File: src/rtl/nand_sweep_tester_pkg.sv
// Shared types and constants for the 4-input NAND sweep tester.
// Vector width follows NUM_VECTORS; err_cnt is one bit wider so a full count of 16 fits.
package nand_sweep_tester_pkg;

    localparam int NUM_VECTORS = 16;
    localparam int VEC_W       = $clog2(NUM_VECTORS);
    localparam int ERR_W       = 5;

    typedef enum logic [1:0] {
        IDLE  = 2'd0,
        DRIVE = 2'd1,
        DONE  = 2'd2
    } state_t;

    // Golden response of a 4-input NAND for one input vector.
    function automatic logic nand_expect(input logic [VEC_W-1:0] v);
        return ~&v;
    endfunction

endpackage

File: src/rtl/nand_sweep_tester_hold_timer.sv
// Hold timer: counts cycles from 0 while clear is low and flags the last cycle of a hold.
// The count wraps through clear on expire, so a new hold starts from 0 on the next cycle.
module hold_timer #(
    parameter int HOLD_CYCLES = 50
) (
    input  logic clk,
    input  logic rst_n,
    input  logic clear,
    output logic expire
);

    localparam int CNT_W = $clog2(HOLD_CYCLES);

    logic [CNT_W-1:0] hold_cnt;

    always_ff @(posedge clk) begin
        if (!rst_n) begin
            hold_cnt <= '0;
        end else if (clear) begin
            hold_cnt <= '0;
        end else begin
            hold_cnt <= hold_cnt + CNT_W'(1);
        end
    end

    assign expire = (hold_cnt == CNT_W'(HOLD_CYCLES - 1));

endmodule

File: src/rtl/nand_sweep_tester.sv
// Sweeps all 16 input vectors into a 4-input NAND, holds each for HOLD_CYCLES,
// samples the response at the end of each hold and reports a mismatch map.
//
// state | meaning
// IDLE  | waiting for start; results from the last sweep are held
// DRIVE | vec driven on outA..outD, response checked at end of each hold
// DONE  | one-cycle completion; done pulses, pass/err_cnt/fail_vec are final
module nand_sweep_tester
    import nand_sweep_tester_pkg::*;
#(
    parameter int HOLD_CYCLES = 50
) (
    input  logic                   clk,
    input  logic                   rst_n,
    input  logic                   start,
    input  logic                   inG,
    output logic                   outA,
    output logic                   outB,
    output logic                   outC,
    output logic                   outD,
    output logic                   busy,
    output logic                   done,
    output logic                   pass,
    output logic [ERR_W-1:0]       err_cnt,
    output logic [NUM_VECTORS-1:0] fail_vec
);

    state_t                 state, state_nxt;
    logic [VEC_W-1:0]       vec, vec_nxt;
    logic [VEC_W-1:0]       drive, drive_nxt;
    logic [ERR_W-1:0]       err_nxt;
    logic [NUM_VECTORS-1:0] fail_nxt;
    logic                   pass_nxt, busy_nxt, done_nxt;
    logic                   expire, timer_clear, mismatch;

    assign timer_clear = (state != DRIVE) || expire;

    hold_timer #(
        .HOLD_CYCLES(HOLD_CYCLES)
    ) u_hold_timer (
        .clk   (clk),
        .rst_n (rst_n),
        .clear (timer_clear),
        .expire(expire)
    );

    assign mismatch = (inG != nand_expect(vec));

    always_comb begin
        state_nxt = state;
        vec_nxt   = vec;
        err_nxt   = err_cnt;
        fail_nxt  = fail_vec;
        pass_nxt  = pass;

        unique case (state)
            IDLE: begin
                if (start) begin
                    state_nxt = DRIVE;
                    vec_nxt   = '0;
                    err_nxt   = '0;
                    fail_nxt  = '0;
                end
            end
            DRIVE: begin
                if (expire) begin
                    if (mismatch) begin
                        err_nxt       = err_cnt + ERR_W'(1);
                        fail_nxt[vec] = 1'b1;
                    end
                    // pass is loaded together with the move to DONE so it is valid alongside done
                    if (vec == VEC_W'(NUM_VECTORS - 1)) begin
                        state_nxt = DONE;
                        pass_nxt  = (err_nxt == '0);
                    end else begin
                        vec_nxt = vec + VEC_W'(1);
                    end
                end
            end
            DONE: begin
                state_nxt = IDLE;
            end
            default: begin
                state_nxt = IDLE;
            end
        endcase

        // Outputs are registered from the next state so they line up with the state itself.
        busy_nxt  = (state_nxt != IDLE);
        done_nxt  = (state_nxt == DONE);
        drive_nxt = (state_nxt == DRIVE) ? vec_nxt : '0;
    end

    always_ff @(posedge clk) begin
        if (!rst_n) begin
            state    <= IDLE;
            vec      <= '0;
            drive    <= '0;
            busy     <= 1'b0;
            done     <= 1'b0;
            pass     <= 1'b0;
            err_cnt  <= '0;
            fail_vec <= '0;
        end else begin
            state    <= state_nxt;
            vec      <= vec_nxt;
            drive    <= drive_nxt;
            busy     <= busy_nxt;
            done     <= done_nxt;
            pass     <= pass_nxt;
            err_cnt  <= err_nxt;
            fail_vec <= fail_nxt;
        end
    end

    assign outA = drive[3];
    assign outB = drive[2];
    assign outC = drive[1];
    assign outD = drive[0];

endmodule

File: config.mk
export PLATFORM = sky130hd
export DESIGN_NAME = nand_sweep_tester
export DESIGN_NICKNAME = d
export VERILOG_FILES = /design/src/rtl/nand_sweep_tester_pkg.sv /design/src/rtl/nand_sweep_tester_hold_timer.sv /design/src/rtl/nand_sweep_tester.sv
export SDC_FILE = /design/constraint.sdc
export NUM_CORES = 1
export LEC_CHECK = 0
export CAP_MARGIN = 20
export CORE_MARGIN = 3
export CORE_UTILIZATION = 40
export DETAILED_ROUTE_END_ITERATION = 10
export PLACE_DENSITY = 0.67
export SLEW_MARGIN = 20
export SYNTH_ARGS = -nofsm -noshare
export SYNTH_HDL_FRONTEND = slang
export SYNTH_HIERARCHICAL = 1
export SYNTH_SLANG_ARGS = --single-unit
File: constraint.sdc
create_clock -name clk -period 3.4 [get_ports clk]
set_input_delay 0.51 -clock clk [delete_from_list [all_inputs] [get_ports clk]]
set_output_delay 0.51 -clock clk [all_outputs]
set_load 0.1 [all_outputs]
==> out/qor.csv <==
stage;metric;value;unit
floorplanning;Die X;70.6;um
timing;final hold violation count;0;
routing;initial DRC count;95;
power;peak supply drop;0.232;mV
routing;Vias/cell;5.24;
setup_path;Largest delay share family, worst path;buffers and inverters;
floorplanning;FP Rows;22;
timing;post-layout min period;2.39;ns
cells_and_area;Synth-to-Final Area Change;26.3;%
logic_synthesis;Avg Inst Size Synth;8.97;sq um
cells_and_area;fin util;55.1;%
global_route;largest net degree at the start of global routing;13;
hold_path;hold path start;fail_vec[6]$_SDFFE_PN0P_;
cells_and_area;layout cells sized above 1;6.36;%
cells_and_area;final-stage net count;230;
timing;number of setup violations in the final report;0;
logic_synthesis;Syn. warnings;6;
timing;Layout Skew;0.00338;ns
setup_path;slowest CP cell;clkdlybuf4s50_1;
clocking;CTS tree;built;
placed_design;PortBufs;31;
setup_path;CP required;2.89;ns
power;Flop pwr share;56.3;%
setup_path;crit end category;primary output;
hold_path;Hold Path Class;flip-flop to flip-flop;
setup_path;worst-path cell chain;clkdlybuf4s50_1;
timing;Final Slew Violations;0;
clocking;total CTS buffers;5;
power;Internal;0.000652;W
logic_synthesis;number of synthesized flops with an enable pin;0;
clocking;Clock Sink Count;40;
logic_synthesis;Post-synth ARST share;0;%
clocking;CTS Buffer Depth;2;
floorplanning;Starting Density;43.6;%
run_status;status;completed;
clocking;H-tree Lvls;2;
global_route;initial antenna violation count;0;
routing;Initial DRT Pass Iterations;4;
floorplanning;DIE AREA;4980;sq um
setup_path;WP data arrival;1.88;ns
hold_path;Worst Hold End;fail_vec[6]$_SDFFE_PN0P_;
global_route;first-pass GRT wire length;6110;um
timing;slew margin rel.;33.7;%
global_route;vias in the first global route;1384;
setup_path;Reg2Reg Setup Slack;1.33;ns
setup_path;Critical R2R Launch;u_hold_timer/hold_cnt[0]$_SDFF_PP0_;
logic_synthesis;top cells by area, synth;dfxtp_1 48%, nor2_1 6.1%, ha_1 5.3%, nand2_1 4.3%, o21ai_0 4.2%;
clocking;insertion delay to the later sink of the worst-skew pair;0.29;ns
power;Leakage Power;0.749;nW
routing;number of nets with antenna violations after routing;0;
setup_path;Crit Reg-Reg Endpoint;fail_vec[9]$_SDFFE_PN0P_;
routing;DR WL/cell;13.4;um
hold_path;depth of the worst hold-timing path;2;
setup_path;WS Path Type;flip-flop to primary output;
logic_synthesis;share of the synthesized area in the top cell type;48.0;%
placed_design;RePlAce Congestion;0.834;
clocking;root buffer cell;clkbuf_8;
logic_synthesis;Netlist cell types;43;
power;Comb pwr share;5.9;%
logic_synthesis;Yosys reg bits;40;
power;Switching Fraction;22.8;%
routing;vias;1405;
setup_path;Max FO, Critical Path;7;
logic_synthesis;Syn Std Cell Area;1670;sq um
floorplanning;number of top-level pins;32;
clocking;post-CTS setup buffers;0;
power;clock share of power;37.9;%
floorplanning;Die Height;70.6;um
job;Max Cap Viol;0;
clocking;Worst-path clk slew;0.07;ns
global_route;GRT Util Overall;15.4;%
clocking;post_cts resized;0;
logic_synthesis;Synth Instances;186;
timing;Worst Tran Pin Value;0.991;ns
logic_synthesis;largest area contributor in the netlist;dfxtp_1;
clocking;Post-CTS Hold Fix Bufs;0;
cells_and_area;fillers;369;
power;total power;0.000845;W
logic_synthesis;sequential cell area fraction in the yosys report;48.0;%
timing;RSZ-0062 raised after global routing;false;
setup_path;reg2reg path depth;7;
setup_path;Crit path largest cell delay;1.16;ns
routing;WL final;3580;um
power;Power Density;401;nW/um^2
timing;setup TNS;0;ns
setup_path;crit path buf inv count;1;
placed_design;DP HPWL;2730;um
timing;fmax;0.419;GHz
cells_and_area;diode count;0;
logic_synthesis;Synth Net Count;197;
power;Net Sw Power;0.000193;W
logic_synthesis;Most used DFF post-synth;dfxtp_1;
global_route;residual overflow from global routing;0;
timing;period utilization;70.1;%
routing;DR DRC count;0;
floorplanning;core area;3830;sq um
setup_path;CP Launch Type;flip-flop;
## metrics by stage
stage               cell area, sq um  hold slack [ns]  worst slack (ns)  cells
finish                          2110            0.455              1.01    268
global placement                2020            0.437              1.07    260
CTS                             2110            0.460             0.996    268
global route                    2110            0.501             0.950    268
floorplan                       1670            0.444              1.29    186
detailed placement              2020            0.443             0.974    260
## per-layer routing
layer / GRT usage (%) / vias to the layer above / share of wire (%)
li1: - / 716 / -
met1: 18.8 / 653 / 45
met2: 25.6 / 34 / 48
met3: 5.40 / 2 / 5.5
met4: 4.59 / 0 / 0.61
met5: 0 / - / 0
## state kept, by name, summed over array words and instances (netlist names)
name	count
fail_vec	16
pass	1
busy	1
done	1
u_hold_timer/hold_cnt	6
vec	4
err_cnt	5
state	2
drive	4
## synthesized netlist by cell type (all sizes together) (2+ instances only)
| library cell | count |
|---|---|
| and3 | 3 |
| nand2 | 19 |
| ha | 7 |
| nand3 | 9 |
| a211oi | 2 |
| a21oi | 10 |
| nor2 | 27 |
| a32oi | 2 |
| buf | 2 |
| inv | 7 |
| a21o | 3 |
| nand4 | 2 |
| xnor2 | 3 |
| nor3 | 4 |
| xor2 | 3 |
| clkbuf | 3 |
| nand2b | 3 |
| o21ai | 15 |
| a31oi | 4 |
| o31a | 2 |
| dfxtp | 40 |
| and2 | 2 |
## how the worst max path moves through the flow
stage                                  from                        end  slack (ns)  depth (start not counted)
finish              err_cnt[2]$_SDFFE_PN0P_                 err_cnt[2]        1.01                          1
detailed placement                    rst_n  fail_vec[10]$_SDFFE_PN0P_        0.97                          5
global route        err_cnt[2]$_SDFFE_PN0P_                 err_cnt[2]        0.95                          1
global placement                      rst_n   fail_vec[5]$_SDFFE_PN0P_        1.07                          5
floorplan           err_cnt[1]$_SDFFE_PN0P_          pass$_SDFFE_PN0P_        1.29                          4
CTS                 err_cnt[0]$_SDFFE_PN0P_                 err_cnt[0]         1.0                          1
## final cells by class
type | instances | area (sq um) | area share, %
clock buffer | 8 | 90.1 | 4.28
inverter | 8 | 30.0 | 1.43
multi-input combinational | 133 | 816 | 38.7
sequential | 40 | 801 | 38.0
tap | 48 | 60.1 | 2.85
timing repair buffer | 31 | 310 | 14.7
## power groups by stage
stage	Clock (W)	Sequential, W	Combinational, W
after floorplan	0	0.000495	0.0000258
after global placement	0	0.000486	0.0000492
after detailed placement	0	0.000486	0.0000500
after CTS	0.000328	0.000475	0.0000501
after global routing	0.000350	0.000475	0.0000543
final	0.000320	0.000475	0.0000498
## kinds of logic after synthesis
family	synth area share, %
buf+inv	3.08
fa+ha+maj	5.25
simple gates	21.5
xor+xnor	4.05
compound gates	18.2
flops	48.0
## cells in the final DEF, fill, tap and decap left out, types with 2 or more instances in the layout
cell type         n
a211oi_1          2
a21o_1            3
a21oi_1           9
a31oi_1           4
a32oi_1           2
and3_1            3
clkbuf_1          2
clkbuf_8          6
clkdlybuf4s50_1  31
dfxtp_1          40
ha_1              7
inv_1             7
nand2_1          19
nand2b_1          3
nand3_1           7
nand4_1           2
nor2_1           27
nor3_1            4
o21ai_0          14
o31a_1            2
xnor2_1           2
xor2_1            2
Power figures use the tool's default switching activity.
